`src/rtl/mac_array_pipe_if.sv`:
```
// rtl/mac_array_pipe_if.sv - control, beat and result signals of the multi-lane MAC engine
interface mac_array_pipe_if #(
    parameter int LANES = 4,
    parameter int DW    = 8,
    parameter int AW    = 16
);
    logic                  start;
    logic [LANES*DW-1:0]   BIAS_IN;
    logic [LANES*DW-1:0]   a_in;
    logic [DW-1:0]         b_in;
    logic                  in_valid;
    logic                  in_ready;
    logic [LANES*AW-1:0]   acc_out;
    logic [LANES*DW-1:0]   q_out;
    logic                  out_valid;
    logic                  out_ready;
    logic                  busy;

    modport master (
        output start, BIAS_IN, a_in, b_in, in_valid, out_ready,
        input  in_ready, acc_out, q_out, out_valid, busy
    );

    modport slave (
        input  start, BIAS_IN, a_in, b_in, in_valid, out_ready,
        output in_ready, acc_out, q_out, out_valid, busy
    );
endinterface

```
`src/rtl/mac_array_pipe.sv`:
```
// rtl/mac_array_pipe.sv - multi-lane signed MAC with broadcast weight, saturating accumulate and requantised output
module mac_array_pipe #(
    parameter int LANES      = 4,
    parameter int DW         = 8,
    parameter int AW         = 16,
    parameter int BIAS_SHIFT = 4,
    parameter int TAPS       = 9,
    parameter int OUT_SHIFT  = 8
) (
    input  logic              CLKEXT,
    input  logic              reset,
    mac_array_pipe_if.slave   bus
);
    localparam logic [7:0] TAPS_C = 8'(TAPS);
    localparam int         QMAX   = (1 << (DW - 1)) - 1;
    localparam int         QMIN   = -(1 << (DW - 1));

    typedef enum logic [1:0] {IDLE, ACCUM, DRAIN, HOLD} state_t;

    state_t                  state;
    logic [7:0]              count;
    logic                    p_valid;
    logic                    in_ready_r;
    logic                    out_valid_r;
    logic                    busy_r;
    logic signed [2*DW-1:0]  prod     [LANES];
    logic signed [AW-1:0]    acc      [LANES];
    logic signed [DW-1:0]    q        [LANES];
    logic signed [AW-1:0]    acc_sum  [LANES];
    logic signed [AW-1:0]    acc_bias [LANES];

    // One guard bit is enough: the top two bits disagree only on overflow.
    function automatic logic signed [AW-1:0] sat_add(input logic signed [AW-1:0] a,
                                                     input logic signed [2*DW-1:0] p);
        logic signed [AW:0] s;
        s = (AW+1)'(a) + (AW+1)'(p);
        case (s[AW:AW-1])
            2'b01:   return {1'b0, {(AW-1){1'b1}}};
            2'b10:   return {1'b1, {(AW-1){1'b0}}};
            default: return s[AW-1:0];
        endcase
    endfunction

    function automatic logic signed [DW-1:0] requant(input logic signed [AW-1:0] a);
        logic signed [AW-1:0] s;
        s = a >>> OUT_SHIFT;
        if (s > AW'(QMAX))      return DW'(QMAX);
        else if (s < AW'(QMIN)) return DW'(QMIN);
        else                    return s[DW-1:0];
    endfunction

    always_comb begin
        for (int l = 0; l < LANES; l++) begin
            acc_bias[l] = AW'($signed(bus.BIAS_IN[l*DW +: DW])) <<< BIAS_SHIFT;
            acc_sum[l]  = sat_add(acc[l], prod[l]);
        end
    end

    always_ff @(posedge CLKEXT) begin
        if (reset) begin
            state       <= IDLE;
            count       <= 8'd0;
            p_valid     <= 1'b0;
            in_ready_r  <= 1'b0;
            out_valid_r <= 1'b0;
            busy_r      <= 1'b0;
            for (int l = 0; l < LANES; l++) begin
                prod[l] <= '0;
                acc[l]  <= '0;
                q[l]    <= '0;
            end
        end else begin
            p_valid <= 1'b0;
            // The last product lands during DRAIN, so this never collides with a bias load.
            if (p_valid) begin
                for (int l = 0; l < LANES; l++) begin
                    acc[l] <= acc_sum[l];
                    q[l]   <= requant(acc_sum[l]);
                end
            end
            case (state)
                IDLE: begin
                    if (bus.start) begin
                        state      <= ACCUM;
                        count      <= 8'd0;
                        in_ready_r <= 1'b1;
                        busy_r     <= 1'b1;
                        for (int l = 0; l < LANES; l++) begin
                            acc[l] <= acc_bias[l];
                            q[l]   <= requant(acc_bias[l]);
                        end
                    end
                end
                ACCUM: begin
                    if (bus.in_valid && in_ready_r) begin
                        for (int l = 0; l < LANES; l++)
                            prod[l] <= (2*DW)'($signed(bus.a_in[l*DW +: DW])) *
                                       (2*DW)'($signed(bus.b_in));
                        p_valid <= 1'b1;
                        count   <= count + 8'd1;
                        if (count + 8'd1 == TAPS_C) begin
                            state      <= DRAIN;
                            in_ready_r <= 1'b0;
                        end
                    end
                end
                DRAIN: begin
                    state       <= HOLD;
                    out_valid_r <= 1'b1;
                end
                HOLD: begin
                    if (bus.out_ready) begin
                        state       <= IDLE;
                        out_valid_r <= 1'b0;
                        busy_r      <= 1'b0;
                    end
                end
                default: state <= IDLE;
            endcase
        end
    end

    always_comb begin
        bus.acc_out = '0;
        bus.q_out   = '0;
        for (int l = 0; l < LANES; l++) begin
            bus.acc_out[l*AW +: AW] = acc[l];
            bus.q_out[l*DW +: DW]   = q[l];
        end
    end

    assign bus.in_ready  = in_ready_r;
    assign bus.out_valid = out_valid_r;
    assign bus.busy      = busy_r;
endmodule

```
`src/flat_wrapper.sv`:
```
// flat-port wrapper written by rule: the top's interface ports become plain ports
module mac_array_pipe_flat 
#(
    parameter int LANES      = 4,
    parameter int DW         = 8,
    parameter int AW         = 16,
    parameter int BIAS_SHIFT = 4,
    parameter int TAPS       = 9,
    parameter int OUT_SHIFT  = 8
)
  (CLKEXT, reset, bus_start, bus_BIAS_IN, bus_a_in, bus_b_in, bus_in_valid, bus_out_ready, bus_in_ready, bus_acc_out, bus_q_out, bus_out_valid, bus_busy);
  mac_array_pipe_if #(.LANES(LANES), .DW(DW), .AW(AW)) bus_i ();
  input  logic CLKEXT;
  input  logic reset;
  input wire logic [$bits(bus_i.start)-1:0] bus_start;
  input wire logic [$bits(bus_i.BIAS_IN)-1:0] bus_BIAS_IN;
  input wire logic [$bits(bus_i.a_in)-1:0] bus_a_in;
  input wire logic [$bits(bus_i.b_in)-1:0] bus_b_in;
  input wire logic [$bits(bus_i.in_valid)-1:0] bus_in_valid;
  input wire logic [$bits(bus_i.out_ready)-1:0] bus_out_ready;
  output wire logic [$bits(bus_i.in_ready)-1:0] bus_in_ready;
  output wire logic [$bits(bus_i.acc_out)-1:0] bus_acc_out;
  output wire logic [$bits(bus_i.q_out)-1:0] bus_q_out;
  output wire logic [$bits(bus_i.out_valid)-1:0] bus_out_valid;
  output wire logic [$bits(bus_i.busy)-1:0] bus_busy;
  assign bus_i.start = bus_start;
  assign bus_i.BIAS_IN = bus_BIAS_IN;
  assign bus_i.a_in = bus_a_in;
  assign bus_i.b_in = bus_b_in;
  assign bus_i.in_valid = bus_in_valid;
  assign bus_i.out_ready = bus_out_ready;
  assign bus_in_ready = bus_i.in_ready;
  assign bus_acc_out = bus_i.acc_out;
  assign bus_q_out = bus_i.q_out;
  assign bus_out_valid = bus_i.out_valid;
  assign bus_busy = bus_i.busy;
  mac_array_pipe #(.LANES(LANES), .DW(DW), .AW(AW), .BIAS_SHIFT(BIAS_SHIFT), .TAPS(TAPS), .OUT_SHIFT(OUT_SHIFT)) u_core (.CLKEXT(CLKEXT), .reset(reset), .bus(bus_i));
endmodule
```
`config.mk`:
```
export PLATFORM = sky130hd
export DESIGN_NAME = mac_array_pipe_flat
export DESIGN_NICKNAME = d
export VERILOG_FILES = /design/src/rtl/mac_array_pipe_if.sv /design/src/rtl/mac_array_pipe.sv /design/src/flat_wrapper.sv
export SDC_FILE = /design/constraint.sdc
export NUM_CORES = 1
export LEC_CHECK = 0
export CAP_MARGIN = 20
export CORE_MARGIN = 2
export CORE_UTILIZATION = 38
export CTS_CLUSTER_DIAMETER = 120
export DETAILED_ROUTE_END_ITERATION = 7
export PLACE_DENSITY_LB_ADDON = 0.15
export SYNTH_ARGS = -nofsm -noshare
export SYNTH_HDL_FRONTEND = slang
export SYNTH_SLANG_ARGS = --single-unit
```
`constraint.sdc`:
```
create_clock -name CLKEXT -period 5.1 [get_ports CLKEXT]
set_clock_uncertainty 0.05 [all_clocks]
set_input_delay 1.275 -clock CLKEXT [delete_from_list [all_inputs] [get_ports CLKEXT]]
set_output_delay 1.275 -clock CLKEXT [all_outputs]
set_load 0.005 [all_outputs]
```
# [Yosys cells after proc, flatten, opt, wreduce, memory -nomap -nowiden]
# Memory sizes are Yosys's and may differ from the RTL's.
# Cells that the tools add are included.
[classes] n_addsub=5 n_mul=4 order_cmp=16 n_eq_ne=16 mux=88 bitwise=20 n_reduce_logical=10
[ops] op="8-bit two-way mux" count=46
[ops] op="16-bit two-way mux" count=12
[ops] op="16-bit case mux with 2 select lines" count=4
[ops] op="16-bit by 16-bit adder with 17-bit output" count=4
[ops] op="8-bit by 8-bit multiplier with 16-bit output" count=4
[ops] op="4-bit by 8-bit > comparator with 1-bit output (second input constant)" count=4
[ops] op="8-bit > comparator (second input constant)" count=4
[ops] op="4-bit by 8-bit < comparator with 1-bit output (second input constant)" count=4
[ops] op="8-bit < comparator (second input constant)" count=4
[ops] op="1-bit OR" count=20
[ops] op="1-bit two-way mux" count=17
[ops] op="8-bit case mux with 2 select lines" count=1
[ops] op="2-bit equality test (second input constant)" count=6
[ops] op="2-bit by 1-bit equality test with 1-bit output (second input constant)" count=5
[ops] op="8-bit by 1-bit adder with 8-bit output (second input constant)" count=1
[ops] op="8-bit by 4-bit equality test with 1-bit output (second input constant)" count=1
[ops] op="2-bit two-way mux" count=4
[ops] op="2-bit case mux with 4 select lines" count=1
[ops] op="4-bit AND reduction" count=2
[ops] op="1-bit case mux with 2 select lines" count=3
[ops] op="3-bit AND reduction" count=2
[ops] op="2-bit nonzero test" count=3
[ops] op="2-bit by 1-bit != test with 1-bit output (second input constant)" count=2
[ops] op="2-bit != test (second input constant)" count=2
[ops] op="other kinds (3)" count=3
[totals] register_bits=14 ram_bits=160 input_bits=77 out_inout_bits=99 word_cells=168 n_memories=3
[mem_list] name="u_core.acc" words=4 word_bits=16 rd=4 rd_clocked_by_memory_dff=0 wr=4 line_no="mac_array_pipe.sv:27" source="logic signed [AW-1:0] acc [LANES];"
[mem_list] name="u_core.prod" words=4 word_bits=16 rd=4 rd_clocked_by_memory_dff=0 wr=4 line_no="mac_array_pipe.sv:26" source="logic signed [2*DW-1:0] prod [LANES];"
[mem_list] name="u_core.q" words=4 word_bits=8 rd=4 rd_clocked_by_memory_dff=0 wr=4 line_no="mac_array_pipe.sv:28" source="logic signed [DW-1:0] q [LANES];"

# [Longest topological paths before layout]
# An unclocked memory read counts as a cell.
[logic_depth] ltp_word=11 mapped_depth=20 mapped_depth_nobuf=19

# [Worst setup path before layout]
# No wires, ideal clock.
[synth_path] path_kind="input to register" from="input bus_b_in[6]" to="memory u_core.prod[0][31] (netlist name), data pin" setup_ns=0.147 t_arrival_ns=5.302 required_time_ns=4.903 setup_slack_ns=-0.399 cell_stages=18 n_path_buf=2 cell_sequence="clkbuf_1 > clkbuf_1 > nand2_1 > fa_1 > fa_1 > inv_1 > fa_1 > inv_1 > fa_1 > inv_1 > ha_1 > o21ai_0 > o21a_1 > o211ai_1 > a21oi_1 > nor2_1 > or3_1 > a21oi_1"
[synth_rtl] item="start: declaration" line_no="flat_wrapper.sv:18" source="input wire logic [$bits(bus_i.b_in)-1:0] bus_b_in;"
[synth_rtl] item="end: declaration" line_no="mac_array_pipe.sv:26"

==> results by group <==
Run status
  • Run status: completed

Synth
  • Syn Area/Cell: around 9.6 um^2
  • Synth Instances: 2063
  • Post-Syn Area: slightly below 0.02 mm^2
  • Syn Nets: ~2600
  • Ys Warns: 0
  • #FFs+latches synth: approximately 170
  • Yosys top cell area share: 23.1%
  • Synth top area cells: edfxtp_1 23%, fa_1 23%, ha_1 12%, inv_1 6.7%, and2_1 6.0%
  • Cell variety after synth: 67
  • Commonest cells in the netlist: 354 x inv_1, 224 x fa_1, 196 x ha_1
  • FFs w/ async S/R, synth: 0%
  • Post-synth EDFFs: between 150 and 200
  • Largest area contributor in the netlist: edfxtp_1
  • Count leader, synth: inv_1
  • Top_reg_cell synth: edfxtp_1
  • Sequential-to-total area share from yosys stat: between 20% and 30%

Clock tree
  • Longest Clk Path Bufs: 2
  • Clock sink total: ~170
  • Worst skew pair latency: 440 ps
  • CTS Buf Count: 17
  • Reg clk slew, reported paths: roughly 70 ps
  • TritonCTS clock tree: built
  • H-tree level count: 4
  • Clk root buf: clkbuf_16

Worst setup path
  • Worst Setup SP: bus_b_in[2]
  • R2R cell count: 15
  • CP delay by family, top: adder cells
  • CP peak stage delay: 530 ps
  • WP data required: 5200 ps
  • Slowest-stage cell, CP: fa_1
  • CP max FO: 8
  • CP Class: in2reg
  • Worst Path Buf+Inv: 7
  • Critical path arrival: a little over 5000 ps
  • CP Capture Point: u_core.prod[0][13]$_SDFFCE_PN0P_
  • Reg2reg setup slack: just under 800 ps
  • Reg2reg start: u_core.acc[2][0]$_SDFFCE_PN0P_
  • Reg2reg end: u_core.acc[2][14]$_DFFE_PP_
  • Critical path depth: 18
  • CP endpoint kind: register
  • Worst Setup Start Kind: input port
  • Worst path cell trace: buf_6, buf_12, and2_4, fa_1, inv_1, fa_1, inv_1, fa_1, inv_2, fa_1, inv_2, ha_4, o21ai_2, o21a_1, o211ai_1, buf_4, and3_4, nor3_2
  • CP most frequent cell: fa_1

Die
  • Core Box Area: 0.0514 mm^2
  • Die ar.: approximately 0.054 mm^2
  • Starting Density: between 30% and 40%
  • Die Ht: 232 um
  • Die width: ~230 um
  • Core Rows: 83
  • Num ports: 176

GRT
  • Initial antenna violation count: 1
  • Met1 GRT Util: between 20% and 30%
  • First-pass GRT wire length: a little over 80 mm
  • Vias in the first global route: ~16000
  • GRT overflow: 0
  • GR Layer Usage met3: 1.95%
  • Met2 track demand over resource: between 30% and 40%
  • Largest net degree at the start of global routing: 65
  • Total GRT Usage: 19.5%
  • Most Used Layer, Global Route: met2

Cells and area
  • Nets: roughly 3000
  • Layout area overhead: 29.5%
  • Final core utilization: about half
  • Ratio of cells with drive above 1 in the final layout: about a fifth
  • Final cell count without fillers: 3149
  • Ant. Diodes: 0

STA
  • Final Hold Viols: 0
  • Fmax: 196 MHz
  • Worst-Margin Slew: between 800 and 900 ps
  • RSZ-0062 raised after global routing: yes
  • Final min period: between 5000 and 6000 ps
  • Share of the cycle needed by the critical path after routing: around 100%
  • Relative slew slack: roughly 40%
  • Final setup violation count: 0
  • Final Max Tran Viols: 0

Route
  • DR vias/cell: between 4 and 5
  • Drt drc: 0
  • Routed Antenna Nets: 0
  • Routed vias: approximately 16000
  • Drt wl/cell: between 15 and 20 um
  • Drt first pass iters: 5
  • Drt total wl: about 52 mm
  • DR iter-0 viols: ~910

Power and ir drop
  • Leak: approximately 12 nW
  • Peak supply drop: roughly 0.28 mV
  • Power Dens Cells: around 440 mW/mm^2

Job
  • Max-cap violation count: 0

Placement
  • Port Buf Inserts: 175
  • Dpl hpwl: just under 40 mm
  • Placed cell count: 3072
  • GPL Wtd Cong: 0.867

Hold path
  • Hold Path Class: reg2reg
==> worst min-delay path by stage <==
stage / start / to / slack, ps / cells after the start
after floorplan: u_core.bus.busy$_SDFFE_PP0P_ / u_core.bus.busy$_SDFFE_PP0P_ / 410 / 2
after global placement: u_core.bus.busy$_SDFFE_PP0P_ / u_core.bus.busy$_SDFFE_PP0P_ / 420 / 2
after detailed placement: u_core.bus.busy$_SDFFE_PP0P_ / u_core.bus.busy$_SDFFE_PP0P_ / 440 / 2
after CTS: u_core.bus.busy$_SDFFE_PP0P_ / u_core.bus.busy$_SDFFE_PP0P_ / 450 / 2
after global routing: u_core.bus.busy$_SDFFE_PP0P_ / u_core.bus.busy$_SDFFE_PP0P_ / 480 / 2
final: u_core.bus.busy$_SDFFE_PP0P_ / u_core.bus.busy$_SDFFE_PP0P_ / 450 / 2
==> final cells by class <==
cell class | count | area, um^2
sequential | 174 | 5000
tap | 680 | 851
timing repair buffer | 429 | 4000
fill | 4766 | 25800
clock inverter | 12 | 114
clock buffer | 20 | 437
inverter | 354 | 1330
multi-input combinational | 1480 | 13900
==> metrics by stage <==
step                area [um^2]  power [mW]  hold WS, ps  TNS (ps)  worst slack (ps)
floorplan                 20100        6.71          412     -22.5             -12.6
global placement          24000        9.32          418    -21860              -986
detailed placement        24000        9.43          438    -22620              -967
CTS                       25000        10.9          449     -1.29             -1.29
global route              25600        12.4          482      -915              -144
finish                    25600        11.4          447         0              9.36
==> layer usage <==
layer / wire length [um] / up-vias
met2: 23800 / 323
met4: 1170 / 2
met5: 13 / -
li1: - / 7643
met1: 25500 / 7580
met3: 2030 / 56
==> worst reg2reg max path, stage by stage (launching register included) <==
cell      delay [ps]
edfxtp_1         390
ha_1             210
inv_1             70
fa_1             420
nand2b_1         200
a21oi_1          190
o21ai_1          170
o211ai_1         210
a21oi_1          120
nand2b_1         180
a31o_2           240
ha_1             500
nor2b_1          200
and3_1           320
a21oi_1          410
o21ai_0          170
==> layout by cell type (no fill, tap or decap), types with 7 or more instances in the layout <==
cell | netlist | layout
buf_4 | 1 | 222
o21ai_2 | 0 | 7
edfxtp_1 | 152 | 152
nand2b_1 | 25 | 22
and2_4 | 0 | 20
a21oi_1 | 117 | 104
nand3_1 | 17 | 16
and3_1 | 16 | 14
nor2_1 | 114 | 105
a31oi_1 | 28 | 28
nor3_1 | 34 | 29
inv_2 | 0 | 21
inv_1 | 354 | 332
a21oi_2 | 2 | 15
or3_1 | 9 | 9
nand2_1 | 121 | 117
o21ai_0 | 91 | 78
ha_1 | 196 | 173
buf_2 | 4 | 8
fa_1 | 224 | 214
nor2b_1 | 17 | 13
o211ai_1 | 12 | 12
dfxtp_1 | 22 | 22
clkbuf_16 | 0 | 23
o21ai_1 | 4 | 9
o21bai_1 | 9 | 9
o21a_1 | 20 | 20
ha_4 | 0 | 19
a211oi_1 | 17 | 13
xor2_1 | 27 | 26
buf_6 | 0 | 8
xnor2_1 | 64 | 64
a22o_1 | 14 | 14
clkbuf_2 | 0 | 19
clkdlybuf4s50_1 | 0 | 135
and2_1 | 190 | 170
fa_2 | 0 | 10
buf_12 | 0 | 14
a21o_1 | 37 | 37
==> repair_timing <==
action | in CTS | in global routing
pin swaps | 21 | 74
cloned | 7 | 6
gates resized for setup | 112 | 169
endpoints found under the setup margin | 29 | 23
hold buffers | 0 | 0
setup buffers | 15 | 17
==> flip-flops by register name, summed over array words and instances, names as in the netlist <==
name,cells
u_core.acc,64
u_core.prod,64
u_core.q,32
u_core.bus.out_valid,1
u_core.count,8
u_core.bus.in_ready,1
u_core.bus.busy,1
u_core.state,2
u_core.p_valid,1
==> power by group <==
part	internal (mW)	switching, mW	total (mW)	leakage (nW)
combinational	3.95	4.06	8.01	9.66
sequential	1.91	0.184	2.09	1.79
clock	0.677	0.594	1.27	0.253
==> logic make-up (layout without fill, tap and decap cells) <==
logic type,after synthesis,after routing,synth area share [%]
flops,174,174,25.3
xor+xnor,91,91,4.03
simple gates,568,568,14.8
fa+ha+maj,420,420,35.1
buf+inv,409,815,7.86
mux,3,3,0.152
compound gates,398,398,12.7
Power figures use the tool's default switching activity.
